==> config.mk <==
export PLATFORM = sky130hd
export DESIGN_NAME = axi_2_mem_core
export DESIGN_NICKNAME = d
export VERILOG_FILES = /design/src/rtl/axi_2_mem_core.sv
export SDC_FILE = /design/constraint.sdc
export NUM_CORES = 1
export LEC_CHECK = 0
export BUFFER_PORTS_ARGS = -buffer_cell sky130_fd_sc_hd__buf_2
export CAP_MARGIN = 20
export CORE_UTILIZATION = 42
export DETAILED_ROUTE_END_ITERATION = 6
export PLACE_DENSITY = 0.75
export SLEW_MARGIN = 30
export SYNTH_ARGS = -nofsm -noshare
export SYNTH_HDL_FRONTEND = slang
export SYNTH_SLANG_ARGS = --single-unit
==> constraint.sdc <==
create_clock -name clk_i -period 3.08 [get_ports clk_i]
set_input_delay 0.308 -clock clk_i [delete_from_list [all_inputs] [get_ports clk_i]]
set_output_delay 0.308 -clock clk_i [all_outputs]
set_load 0.01 [all_outputs]
==> src/rtl/axi_2_mem_core.sv <==
// AXI4 slave to single-port memory adapter.
// One transaction in flight; bursts are rejected with SLVERR.
package axi_2_mem_pkg;
  localparam int AXI_AW = 32;
  localparam int AXI_DW = 32;
  localparam int AXI_IW = 4;
  localparam int AXI_SW = AXI_DW / 8;

  localparam logic [1:0] RESP_OKAY   = 2'b00;
  localparam logic [1:0] RESP_SLVERR = 2'b10;

  typedef struct packed {
    logic [AXI_IW-1:0] id;
    logic [AXI_AW-1:0] addr;
    logic [7:0]        len;
    logic [2:0]        size;
    logic [1:0]        burst;
  } axi_ax_t;

  typedef struct packed {
    logic [AXI_DW-1:0] data;
    logic [AXI_SW-1:0] strb;
    logic              last;
  } axi_w_t;

  typedef struct packed {
    logic [AXI_IW-1:0] id;
    logic [1:0]        resp;
  } axi_b_t;

  typedef struct packed {
    logic [AXI_IW-1:0] id;
    logic [AXI_DW-1:0] data;
    logic [1:0]        resp;
    logic              last;
  } axi_r_t;

  typedef struct packed {
    axi_ax_t aw;
    logic    aw_valid;
    axi_w_t  w;
    logic    w_valid;
    logic    b_ready;
    axi_ax_t ar;
    logic    ar_valid;
    logic    r_ready;
  } axi_req_t;

  typedef struct packed {
    logic   aw_ready;
    logic   ar_ready;
    logic   w_ready;
    logic   b_valid;
    axi_b_t b;
    logic   r_valid;
    axi_r_t r;
  } axi_resp_t;
endpackage

module axi_2_mem_core
  import axi_2_mem_pkg::*;
#(
  parameter int  MEM_ADDRW  = 32,
  parameter int  MEM_DATAW  = 32,
  parameter int  MEM_STRBW  = MEM_DATAW / 8,
  parameter type axi_req_t  = axi_2_mem_pkg::axi_req_t,
  parameter type axi_resp_t = axi_2_mem_pkg::axi_resp_t
) (
  input  logic                 clk_i,
  input  logic                 rst_i,
  input  axi_req_t             axi_req_i,
  output axi_resp_t            axi_resp_o,
  output logic                 mem_req_o,
  output logic                 mem_we_o,
  output logic [MEM_ADDRW-1:0] mem_addr_o,
  output logic [MEM_DATAW-1:0] mem_wdata_o,
  output logic [MEM_STRBW-1:0] mem_be_o,
  input  logic                 mem_gnt_i,
  input  logic                 mem_rvalid_i,
  input  logic [MEM_DATAW-1:0] mem_rdata_i
);

  localparam int IDW = $bits(axi_req_i.aw.id);

  typedef enum logic [3:0] {
    IDLE,
    WR_DATA,
    WR_REQ,
    WR_WAIT,
    WR_RESP,
    RD_REQ,
    RD_WAIT,
    RD_RESP,
    RD_ERR
  } state_e;

  state_e               state_q, state_d;
  logic [MEM_ADDRW-1:0] addr_q, addr_d;
  logic [IDW-1:0]       id_q, id_d;
  logic [7:0]           len_q, len_d;
  logic [7:0]           cnt_q, cnt_d;
  logic [MEM_DATAW-1:0] wdata_q, wdata_d;
  logic [MEM_STRBW-1:0] strb_q, strb_d;
  logic [MEM_DATAW-1:0] rdata_q, rdata_d;
  logic [1:0]           resp_q, resp_d;

  always_ff @(posedge clk_i) begin
    if (rst_i) begin
      state_q <= IDLE;
      addr_q  <= '0;
      id_q    <= '0;
      len_q   <= '0;
      cnt_q   <= '0;
      wdata_q <= '0;
      strb_q  <= '0;
      rdata_q <= '0;
      resp_q  <= RESP_OKAY;
    end else begin
      state_q <= state_d;
      addr_q  <= addr_d;
      id_q    <= id_d;
      len_q   <= len_d;
      cnt_q   <= cnt_d;
      wdata_q <= wdata_d;
      strb_q  <= strb_d;
      rdata_q <= rdata_d;
      resp_q  <= resp_d;
    end
  end

  always_comb begin
    state_d = state_q;
    addr_d  = addr_q;
    id_d    = id_q;
    len_d   = len_q;
    cnt_d   = cnt_q;
    wdata_d = wdata_q;
    strb_d  = strb_q;
    rdata_d = rdata_q;
    resp_d  = resp_q;
    unique case (state_q)
      IDLE: begin
        // aw_ready is always high here, so AW wins any tie
        if (axi_req_i.aw_valid) begin
          addr_d  = axi_req_i.aw.addr;
          id_d    = axi_req_i.aw.id;
          len_d   = axi_req_i.aw.len;
          state_d = WR_DATA;
        end else if (axi_req_i.ar_valid) begin
          addr_d  = axi_req_i.ar.addr;
          id_d    = axi_req_i.ar.id;
          len_d   = axi_req_i.ar.len;
          cnt_d   = '0;
          state_d = (axi_req_i.ar.len == 8'd0) ? RD_REQ : RD_ERR;
        end
      end
      WR_DATA: begin
        if (axi_req_i.w_valid) begin
          wdata_d = axi_req_i.w.data;
          strb_d  = axi_req_i.w.strb;
          if (axi_req_i.w.last) begin
            if (len_q == 8'd0) begin
              state_d = WR_REQ;
            end else begin
              resp_d  = RESP_SLVERR;
              state_d = WR_RESP;
            end
          end
        end
      end
      WR_REQ: begin
        if (mem_gnt_i) state_d = WR_WAIT;
      end
      WR_WAIT: begin
        if (mem_rvalid_i) begin
          resp_d  = RESP_OKAY;
          state_d = WR_RESP;
        end
      end
      WR_RESP: begin
        if (axi_req_i.b_ready) state_d = IDLE;
      end
      RD_REQ: begin
        if (mem_gnt_i) state_d = RD_WAIT;
      end
      RD_WAIT: begin
        if (mem_rvalid_i) begin
          rdata_d = mem_rdata_i;
          state_d = RD_RESP;
        end
      end
      RD_RESP: begin
        if (axi_req_i.r_ready) state_d = IDLE;
      end
      RD_ERR: begin
        if (axi_req_i.r_ready) begin
          if (cnt_q == len_q) begin
            cnt_d   = '0;
            state_d = IDLE;
          end else begin
            cnt_d = cnt_q + 8'd1;
          end
        end
      end
      default: state_d = IDLE;
    endcase
  end

  always_comb begin
    axi_resp_o = '0;
    unique case (state_q)
      IDLE: begin
        axi_resp_o.aw_ready = 1'b1;
        axi_resp_o.ar_ready = ~axi_req_i.aw_valid;
      end
      WR_DATA: axi_resp_o.w_ready = 1'b1;
      WR_RESP: begin
        axi_resp_o.b_valid = 1'b1;
        axi_resp_o.b.id    = id_q;
        axi_resp_o.b.resp  = resp_q;
      end
      RD_RESP: begin
        axi_resp_o.r_valid = 1'b1;
        axi_resp_o.r.id    = id_q;
        axi_resp_o.r.data  = rdata_q;
        axi_resp_o.r.resp  = RESP_OKAY;
        axi_resp_o.r.last  = 1'b1;
      end
      RD_ERR: begin
        axi_resp_o.r_valid = 1'b1;
        axi_resp_o.r.id    = id_q;
        axi_resp_o.r.data  = '0;
        axi_resp_o.r.resp  = RESP_SLVERR;
        axi_resp_o.r.last  = (cnt_q == len_q);
      end
      default: ;
    endcase
  end

  assign mem_req_o   = (state_q == WR_REQ) || (state_q == RD_REQ);
  assign mem_we_o    = (state_q == WR_REQ);
  assign mem_addr_o  = addr_q;
  assign mem_wdata_o = wdata_q;
  assign mem_be_o    = strb_q;

endmodule

==> results.md, run 1 <==
* Area grow syn2layout at 37.03%
* Outcome: finished clean
* Drt initial violations at 278
* Initial core utilization at 43.63%
* Non-filler instance count after layout at 1118
* Most used DFF post-synth: dfxtp_1
* Mapped Avg Cell Area at 8.289 sq um
* First-pass GRT wire length at 24230 um
* DIE WIDTH at 117.4 um
* Ys async rst share at 0%
* Final routed DRC violation total at 0
* Final min period at 2.478 ns
* Port Buf Inserts at 283
* Warnings, synthesis at 0
* Max Transition Viols Final at 0
* Final core utilization at 59.79%
* DR vias at 5523
* HPWL after detailed placement at 11190 um
* Sequential area share after synthesis at 44.72%
* Total negative slack at 0 ns
* Clock latency at the later pin of the worst-skew pair at 0.41 ns
* WL/cell at 13.64 um
* F_max at 0.4036 GHz
* Max VDD drop at 0.0003679 V
* Max Cap Viol at 0
* Clock Skew at 0.007272 ns
* Gates resized, CTS repair at 0
* Distinct cell type count after synthesis at 51
* RSZ-0062 raised after global routing: false
* Die area at 0.01379 sq mm
* TritonCTS clock tree: done
* Final number of setup-violating endpoints at 0
* Grt total ovfl at 0
* Die height at 117.4 um
* N_diodes at 0
* Synth Register Bits at 125
* CTS sink count at 125
* Fraction of layout cells with a size suffix above 1 at 35.41%
* CTS Buf Count at 17
* Total wire length at 15250 um
* Hold Crit Class: primary input to flip-flop
* Vias in the first global route at 5132
* WS Path Type: flip-flop to output pin
* Post-synth EDFFs at 0
* Power per Cell Area at 763.7 mW/mm^2
* Final antenna-violating net count at 0
* Critical Path Start Type: flip-flop
* Crit-path max FO at 34
* Clock transition at path regs at 0.05 ns
* Placed Cells at 1088
* Arrival time worst endpoint at 2.17 ns
* Synth Instances at 675
* Core area at 0.01282 sq mm
* Hold_buf cts at 0
* Crit. End Element: output pin
* Clk buf depth at 2
* Root Driver: clkbuf_16
* Pwr Total at 0.005855 W
* Global placement routability congestion at 0.8083
* Hold Violations, Final at 0
* Worst EP required at 2.77 ns
* Slew margin rel. at 45.64%
* Leakage at 3.620 nW
* Vias per cell at 4.940
* Core Rows at 41
* Largest net degree at the start of global routing at 56
* Initial antenna violation count at 0
* 1st-pass router iterations at 4
* Nets@finish at 1112
* Setup Fix Bufs, Post-CTS at 0
* IO Pins at 296
* Synthesized area at 0.005595 sq mm
* Tcrit/Tclk final at 80.45%
* Total Routing Usage GR at 21.98%
* CTS HTree Levels at 4
* Slew @ Worst Pin at 0.8080 ns
==> layout by cell type (no fill, tap or decap), types with 17 or more instances in the layout <==
master	instances
dfxtp_1	125
a211oi_1	47
buf_2	282
nor2_1	52
mux2i_1	45
a21oi_1	75
and2_1	39
nand2_1	146
clkbuf_16	17
==> per-stage QoR <==
step / cell area, sq um / setup WS [ns] / hold WS [ns]
CTS: 7667 / 0.5749 / 0.1111
global placement: 7091 / 0.8477 / 0.4373
global route: 7667 / 0.4396 / 0.1259
detailed placement: 7091 / 0.8262 / 0.4420
floorplan: 5599 / 1.165 / 0.4317
finish: 7667 / 0.6020 / 0.1298
==> worst max-delay path, cell delays in order (launching register included) <==
cell     delay [ns]
dfxtp_1        0.62
and4b_2        0.68
nor2_4         0.12
and2b_1        0.22
buf_2          0.12
==> metal layers <==
metal / wire length, um / global-route usage (%) / up-vias
met3: 889 / 5.739 / 27
met4: 296 / 10.23 / 0
met1: 6399 / 24.81 / 2458
li1: - / - / 2826
met5: 0 / 0 / -
met2: 7666 / 38.46 / 212
==> cells by family after synthesis <==
| logic type | count (synthesis) | share of synthesized area, % |
|---|---|---|
| simple gates | 281 | 23.03 |
| compound gates | 149 | 17.04 |
| flops | 125 | 44.72 |
| buf+inv | 63 | 5.188 |
| mux | 46 | 8.318 |
| xor+xnor | 9 | 1.409 |
| fa+ha+maj | 1 | 0.2236 |
| other cells | 1 | 0.06702 |
==> path summary, 6_finish.rpt <==
check | endpoint | startpoint | slack, ns | depth (start not counted)
worst max-delay path | axi_resp_o[37] | state_q[0]$_SDFFE_PP0P_ | 0.60 | 4
worst min-delay path | mem_wdata_o[23]$_SDFFE_PP0P_ | axi_req_i[81] | 0.13 | 3
worst max register to register | mem_addr_o[22]$_SDFFE_PP0P_ | state_q[0]$_SDFFE_PP0P_ | 0.81 | 5
worst min register to register | mem_wdata_o[6]$_SDFFE_PP0P_ | mem_wdata_o[6]$_SDFFE_PP0P_ | 0.45 | 2
==> synthesized netlist by cell type (2+ instances only) <==
library cell | count | area share (%)
a211oi_1 | 47 | 6.3
a21oi_1 | 75 | 6.7
a31oi_1 | 5 | 0.56
and2_1 | 39 | 4.4
and2b_1 | 5 | 0.67
and3_1 | 3 | 0.34
buf_2 | 12 | 1.1
buf_4 | 5 | 0.67
buf_6 | 2 | 0.40
clkbuf_1 | 34 | 2.3
dfxtp_1 | 125 | 45
inv_1 | 7 | 0.47
inv_2 | 2 | 0.13
mux2i_1 | 45 | 8.1
nand2_1 | 146 | 9.8
nand3_1 | 9 | 0.80
nor2_1 | 52 | 3.5
nor3_1 | 3 | 0.27
nor3b_1 | 5 | 0.67
nor4_1 | 6 | 0.67
o21a_1 | 3 | 0.40
o21ai_0 | 5 | 0.45
o32ai_1 | 3 | 0.47
or3_1 | 2 | 0.22
xor2_1 | 9 | 1.4
==> sequential cells by signal (all words and copies together), names as in the netlist <==
| signal | cells |
|---|---|
| rdata_q | 32 |
| len_q | 8 |
| mem_addr_o | 32 |
| cnt_q | 8 |
| mem_wdata_o | 32 |
| state_q | 4 |
| resp_q | 1 |
| mem_be_o | 4 |
| id_q | 4 |
==> final cells by class <==
cell class                      count  area (sq um)
Clock inverter                      6         85.08
Sequential cell                   125          2502
Inverter                           10         42.54
Clock buffer                       24         491.7
Fill cell                        1234          5157
Tap cell                          172         215.2
Multi-Input combinational cell    488          2811
Timing Repair Buffer              293          1519
==> power breakdown <==
part           switching, W  total (W)  leakage, nW  internal [W]
logic               0.00101    0.00177         2.32      0.000761
clock network      0.000676    0.00194        0.278       0.00126
registers          0.000221    0.00215         1.02       0.00193
total               0.00190    0.00586         3.62       0.00395
Power figures use the tool's default switching activity.
==> run 2: changes to the inputs <==
--- a/config.mk
+++ b/config.mk
@@ -7,9 +7,9 @@
 export LEC_CHECK = 0
 export BUFFER_PORTS_ARGS = -buffer_cell sky130_fd_sc_hd__buf_2
 export CAP_MARGIN = 20
-export CORE_UTILIZATION = 42
+export CORE_UTILIZATION = 41
 export DETAILED_ROUTE_END_ITERATION = 6
-export PLACE_DENSITY = 0.75
+export PLACE_DENSITY = 0.77
 export SLEW_MARGIN = 30
 export SYNTH_ARGS = -nofsm -noshare
 export SYNTH_HDL_FRONTEND = slang
==> constraint.sdc (replaced) <==
create_clock -name clk_i -period 2.2 [get_ports clk_i]
set_input_delay 0.22 -clock clk_i [delete_from_list [all_inputs] [get_ports clk_i]]
set_output_delay 0.22 -clock clk_i [all_outputs]
set_load 0.01 [all_outputs]
==> run 2 against run 1 <==
  * Core utilization is 1.3 points lower
  * Worst hold slack worse by 0.081 ns
  * Combinational power is 50% higher
  * First-iteration DRC count is 4.7% lower
  * Worst setup slack worse by 0.48 ns
  * Wire length is 0.26% lower
  * Critical path type unchanged
  * Largest cell class unchanged
  * Largest power group unchanged
  * Highest routed layer unchanged
==> results.md, run 2 (synthesized netlist as in run 1, its figures left out) <==
* Outcome: finished clean
* 1st-pass router iterations at 4 (unchanged)
* Pwr Total at 0.008227 W (+41%)
* WL/cell at 13.44 um (-1.5%)
* IO Pins at 296 (unchanged)
* RSZ-0062 raised after global routing: false
* Largest net degree at the start of global routing at 59 (+5.4%)
* F_max at 0.4816 GHz
* Final routed DRC violation total at 0 (unchanged)
* Most frequent cells in the layout: 282 x buf_2, 146 x nand2_1, 125 x dfxtp_1
* Slew @ Worst Pin at 0.4980 ns (-0.3100 ns)
* Hold slack final at 0.04915 ns (-0.08064 ns)
* Final core utilization at 58.44% (-1.3 points)
* WS Path Type: flip-flop to output pin
* Slowest Stage Delay on Critical Path at 0.59 ns (-0.09 ns)
* Net Sw Frac at 32.67% (+0.20 points)
* Power per Cell Area at 1059 mW/mm^2 (+39%)
* TritonCTS clock tree: done
* Nets@finish at 1121 (+0.81%)
* Root Driver: clkbuf_16
* Area grow syn2layout at 38.86%
* Clk buf depth at 2 (unchanged)
* Clock Skew at 0.007992 ns (+0.0007200 ns)
* DIE WIDTH at 118.8 um (+1.2%)
* Switching pwr at 0.002688 W (+41%)
* Global placement routability congestion at 0.8254 (+2.1%)
* Total Routing Usage GR at 21.76% (-0.22 points)
* Max Transition Viols Final at 0 (unchanged)
* Combinational share of power at 32.2% (+2.0 points)
* Slew margin rel. at 65.94% (+20 points)
* Max Cap Viol at 0 (unchanged)
* Clock transition at path regs at 0.05 ns (about the same)
* Fill cells at 1273 (+3.2%)
* CTS sink count at 125 (unchanged)
* Final antenna-violating net count at 0 (unchanged)
* Cell chain of the critical path: or4b_4 -> clkinv_4 -> nor2_4 -> and2b_1 -> buf_2
* Clock group share of total power at 31.9% (-1.2 points)
* Multi-input gate area at 0.002816 sq mm (+0.18%)
* Final number of setup-violating endpoints at 0 (unchanged)
* Tcrit/Tclk final at 94.39%
* Crit path max-delay cell type: or4b_4
* Worst slack, placed at 0.2497 ns (-0.5765 ns)
* Core Rows at 42 (+2.4%)
* Fraction of layout cells with a size suffix above 1 at 35.88% (+0.47 points)
* Hold Violations, Final at 0 (unchanged)
* CTS Buf Count at 17 (unchanged)
* HPWL after detailed placement at 11220 um (+0.29%)
* N_diodes at 0 (unchanged)
* DR vias at 5509 (-0.25%)
* Initial antenna violation count at 0 (unchanged)
* Core area at 0.01330 sq mm (+3.7%)
* CTS HTree Levels at 4 (unchanged)
* Leakage at 3.671 nW (+1.4%)
* Clock latency at the later pin of the worst-skew pair at 0.41 ns (about the same)
* Die height at 118.8 um (+1.2%)
* Arrival time worst endpoint at 1.86 ns (-0.31 ns)
* Total negative slack at 0 ns (unchanged)
* Final worst slack at 0.1234 ns (-0.4786 ns)
* Total wire length at 15210 um (-0.26%)
* Initial core utilization at 42.09% (-1.5 points)
* Crit-path max FO at 10 (-71%)
* Vias in the first global route at 5063 (-1.3%)
* Sequential Power Share at 35.9% (-0.8 points)
* Crit. End Element: output pin
* Storage element area at 0.002502 sq mm (unchanged)
* Pint at 0.005539 W (+40%)
* Port Buf Inserts at 283 (unchanged)
* Grt total ovfl at 0 (unchanged)
* Critical Path Start Type: flip-flop
* Worst EP required at 1.98 ns (-0.79 ns)
* Die area at 0.01412 sq mm (+2.4%)
* Hold Crit Class: primary input to flip-flop
* Final min period at 2.077 ns
* Vias per cell at 4.867 (-1.5%)
* First-pass GRT wire length at 24380 um (+0.63%)
* Drt initial violations at 265 (-4.7%)
* Commonest non-fill, non-tap cell in the layout: buf_2
* Max VDD drop at 0.0005979 V (+63%)
run 2: power by group through the flow:
| stage | clock network [W] | logic, W | registers (W) |
|---|---|---|---|
| 2_1_floorplan | 0 | 0.00156 | 0.00311 |
| 3_3_place_gp | 0 | 0.00261 | 0.00297 |
| 3_5_place_dp | 0 | 0.00265 | 0.00299 |
| 4_1_cts | 0.00268 | 0.00267 | 0.00295 |
| 5_1_grt | 0.00281 | 0.00295 | 0.00301 |
| 6_report | 0.00262 | 0.00265 | 0.00295 |
run 2: area by class of cell:
cell class / count / area share, %
sequential: 125 / 32.21
clock inverter: 7 / 1.159
tap: 176 / 2.834
inverter: 10 / 0.5475
clock buffer: 24 / 5.942
timing repair buffer: 302 / 21.06
multi-input combinational: 488 / 36.25
run 2: worst max-delay path, delay by kind of cell, from the launching register on:
family        cells  cell delay (ns)
buf+inv           2             0.22
simple gates      3             0.83
flops             1             0.39
run 2: final timing paths:
| path | slack (ns) | endpoint | cells past startpoint | startpoint |
|---|---|---|---|---|
| worst max-delay path | 0.12 | axi_resp_o[36] | 5 | state_q[1]$_SDFFE_PP0P_ |
| worst min-delay path | 0.05 | mem_wdata_o[21]$_SDFFE_PP0P_ | 3 | axi_req_i[79] |
| worst max register to register | 0.25 | state_q[3]$_SDFFE_PP0P_ | 6 | state_q[1]$_SDFFE_PP0P_ |
| worst min register to register | 0.45 | rdata_q[0]$_SDFFE_PP0P_ | 2 | rdata_q[0]$_SDFFE_PP0P_ |
run 2: per-layer routing:
layer | wire length [um] | GRT usage, % | vias to the layer above
li1 | - | - | 2847
met3 | 910 | 5.412 | 19
met1 | 6549 | 25.86 | 2425
met2 | 7542 | 37.83 | 218
met4 | 210 | 7.911 | 0
met5 | 0 | 0 | -
run 2: repair_timing:
action / CTS / global route
endpoints found under the setup margin: 5 / 0
hold buffers: 0 / 0
gates resized for setup: 1 / 0
buffers inserted: 0 / 0
run 2: metrics by stage:
step	std cells	instance area [sq um]
finish	1132	7770
floorplan	676	5599
CTS	1132	7770
detailed placement	1101	7213
global route	1132	7770
global placement	1101	7213
==> run 3: changes to the inputs <==
--- a/config.mk
+++ b/config.mk
@@ -5,11 +5,12 @@
 export SDC_FILE = /design/constraint.sdc
 export NUM_CORES = 1
 export LEC_CHECK = 0
+export ABC_AREA = 1
 export BUFFER_PORTS_ARGS = -buffer_cell sky130_fd_sc_hd__buf_2
 export CAP_MARGIN = 20
 export CORE_UTILIZATION = 41
 export DETAILED_ROUTE_END_ITERATION = 6
-export PLACE_DENSITY = 0.77
+export PLACE_DENSITY = 0.76
 export SLEW_MARGIN = 30
 export SYNTH_ARGS = -nofsm -noshare
 export SYNTH_HDL_FRONTEND = slang
==> run 3 against run 2 <==
  * Register-to-register slack improved by 0.14 ns
  * Power shrank 3.0%
  * Global-route usage is 0.65 points higher
  * Non-clock buffer count is 6 lower
  * Critical path type unchanged
  * Largest power group is now clock
==> results.md, run 3 <==
* Root Driver: clkbuf_16
* Ys async rst share at 0% (unchanged)
* N_diodes at 0 (unchanged)
* Worst slack, placed at 0.3793 ns (+0.1296 ns)
* Final routed DRC violation total at 0 (unchanged)
* Largest net degree at the start of global routing at 77 (+31%)
* Cell taking the most area after synthesis: dfxtp_1
* Vias per cell at 4.826 (-0.83%)
* Final core utilization at 57.93% (-0.51 points)
* Distinct cell type count after synthesis at 33 (-35%)
* Die height at 120.6 um (+1.5%)
* Clock Skew at 0.01078 ns (+0.002787 ns)
* Top post-synthesis cells by area: dfxtp_1 43%, a21oi_1 13%, nand2_1 10%
* Min-Delay Path Depth at 3 (unchanged)
* Clk buf depth at 2 (unchanged)
* Commonest cells post-synth: 160 x nand2_1, 153 x a21oi_1, 125 x dfxtp_1
* Hold_buf cts at 0 (unchanged)
* Switching pwr at 0.002736 W (+1.8%)
* Port Buf Inserts at 283 (unchanged)
* CTS Buf Count at 17 (unchanged)
* Combinational share of power at 30.5% (-1.7 points)
* HPWL after detailed placement at 11670 um (+4.0%)
* Drt initial violations at 259 (-2.3%)
* Commonest non-fill, non-tap cell in the layout: buf_2
* Crit-path max FO at 33 (+23)
* Hold Path End: mem_wdata_o[2]$_SDFFE_PP0P_
* Max VDD drop at 0.0005431 V (-9.2%)
* Tcrit/Tclk final at 94.24% (-0.15 points)
* Hold Violations, Final at 0 (unchanged)
* Post-route design area at 0.007824 sq mm (+0.69%)
* Synthesized area at 0.005768 sq mm (+3.1%)
* Post-synth EDFFs at 0 (unchanged)
* R2r endpoint: mem_be_o[1]$_SDFFE_PP0P_
* Die area at 0.01455 sq mm (+3.0%)
* Mapped Avg Cell Area at 6.975 sq um (-16%)
* Final antenna-violating net count at 0 (unchanged)
* RSZ-0062 raised after global routing: false
* IO Pins at 296 (unchanged)
* Most frequent cells in the layout: 283 x buf_2, 160 x nand2_1, 153 x a21oi_1
* DR vias at 6163 (+12%)
* CTS HTree Levels at 4 (unchanged)
* Initial core utilization at 42.71% (+0.62 points)
* Core area at 0.01351 sq mm (+1.6%)
* Grt total ovfl at 0 (unchanged)
* Hold Crit Class: primary input to flip-flop
* Non-filler instance count after layout at 1277 (+13%)
* Total negative slack at 0 ns (unchanged)
* Min-delay src: axi_req_i[60]
* Core Rows at 42 (unchanged)
* Most used DFF post-synth: dfxtp_1
* Max Transition Viols Final at 0 (unchanged)
* Slew @ Worst Pin at 0.8088 ns (+0.3108 ns)
* Placed Cells at 1246 (+13%)
* Count leader, synth: nand2_1
* Clock latency at the later pin of the worst-skew pair at 0.42 ns (about the same)
* RR Startpoint: state_q[2]$_SDFFE_PP0P_
* Critical path launch point: state_q[3]$_SDFFE_PP0P_
* Critical Path Start Type: flip-flop
* Share of the synthesized area in the top cell type at 43.38% (-1.3 points)
* Leakage at 3.705 nW (+0.93%)
* Area grow syn2layout at 35.64%
* Clock transition at path regs at 0.06 ns (about the same)
* Synth Instances at 827 (+23%)
* 1st-pass router iterations at 5 (+1)
* Global placement routability congestion at 0.8805 (+6.7%)
* First-pass GRT wire length at 25990 um (+6.6%)
* Total wire length at 16380 um (+7.7%)
* Warnings, synthesis at 0 (unchanged)
* DP Area at 0.007241 sq mm (+0.38%)
* Crit. End Element: output pin
* Synth Register Bits at 125 (unchanged)
* Worst EP required at 1.98 ns (about the same)
* Final worst slack at 0.1267 ns (+0.003304 ns)
* Power per Cell Area at 1020 mW/mm^2 (-3.7%)
* Vias in the first global route at 5603 (+11%)
* F_max at 0.4823 GHz (+0.16%)
* Final number of setup-violating endpoints at 0 (unchanged)
* Max Cap Viol at 0 (unchanged)
* Reg-to-reg setup timing slack at 0.39 ns (+0.14 ns)
* R2r worst-path depth at 6 (unchanged)
* Fraction of layout cells with a size suffix above 1 at 33.24% (-2.6 points)
* CTS sink count at 125 (unchanged)
* TritonCTS clock tree: done
* Total Routing Usage GR at 22.42% (+0.65 points)
* Sequential area share after synthesis at 43.38% (-1.3 points)
* Sequential Power Share at 34.7% (-1.2 points)
* WL/cell at 12.83 um (-4.6%)
* Arrival time worst endpoint at 1.85 ns (about the same)
* Final min period at 2.073 ns (-0.003304 ns)
* Pint at 0.005243 W (-5.3%)
* Nets@finish at 1266 (+13%)
* Clock group share of total power at 34.8% (+2.9 points)
* Slew margin rel. at 46.08% (-20 points)
* Outcome: finished clean
* DIE WIDTH at 120.6 um (+1.5%)
* Net Sw Frac at 34.29% (+1.6 points)
* Setup Fix Bufs, Post-CTS at 0 (unchanged)
* WS Path Type: flip-flop to output pin
* Initial antenna violation count at 0 (unchanged)
[run 3: cell count changes after synthesis, sizes merged, moves of 7 or more]
cell,before,now
nand3,9,53
a211oi,47,6
xor2,9,2
buf,19,29
nor2,54,119
nand2,146,171
o21ai,5,44
inv,9,73
clkbuf,34,25
a21oi,75,153
and2,39,0
mux2i,45,0
[run 3: routing by layer]
layer  up-vias  track usage, %  wire, um
met5         -               0         0
met4         0           6.944       195
met3        13           6.274      1158
met2       214           40.05      8067
met1      2744           25.72      6958
li1       3192               -         -
[run 3: final cells by class]
cell class	instances	area, sq um
Tap cell	176	220.2
Fill cell	1317	5682
Timing Repair Buffer	296	1526
Clock inverter	12	147.6
Multi-Input combinational cell	575	2716
Sequential cell	125	2502
Inverter	74	277.8
Clock buffer	19	432.9
[run 3: what timing repair did]
item | 4_1_cts | 5_1_grt
setup endpoints to repair | 0 | 1
endpoints found under the hold margin | 0 | 0
gates resized for setup | 0 | 1
[run 3: how the worst max path moves through the flow]
stage / endpoint / slack [ns] / cells past startpoint
2_1_floorplan: cnt_q[3]$_SDFFE_PP0P_ / 0.77 / 7
5_1_grt: axi_resp_o[0] / 0.03 / 5
6_report: axi_resp_o[0] / 0.13 / 5
3_3_place_gp: mem_wdata_o[28]$_SDFFE_PP0P_ / 0.42 / 6
4_1_cts: axi_resp_o[9] / 0.1 / 6
3_5_place_dp: mem_be_o[1]$_SDFFE_PP0P_ / 0.38 / 6
[run 3: power groups by stage]
stage          logic [W]  clock network (W)  registers (W)
2_1_floorplan    0.00166                  0        0.00288
6_report         0.00243            0.00278        0.00277
5_1_grt          0.00272            0.00293        0.00281
4_1_cts          0.00244            0.00282        0.00277
3_5_place_dp     0.00243                  0        0.00281
3_3_place_gp     0.00241                  0        0.00281
[run 3: cell families after synthesis]
group / after synthesis / synth area share [%]
XOR/XNOR: 8 / 1.215
flip-flops: 125 / 43.38
adder cells (fa/ha/maj): 1 / 0.2169
AND/OR/NAND/NOR: 360 / 26.96
buffers and inverters: 128 / 9.761
AO/OA/AOI/OAI: 204 / 18.39
other: 1 / 0.06501
[run 3: critical path: stages (launching register included)]
cell and delay, ns:
dfxtp_1 0.46, nor2_1 0.14, nand2_2 0.09, buf_4 0.34, o21ai_0 0.22, buf_2 0.19
[run 3: stage by stage]
| stage | total power, W | hold slack, ns |
|---|---|---|
| floorplan | 0.004540 | 0.3844 |
| global placement | 0.005213 | 0.4407 |
| detailed placement | 0.005243 | 0.4473 |
| CTS | 0.008037 | 0.05825 |
| global route | 0.008464 | 0.06260 |
| finish | 0.007979 | 0.07303 |
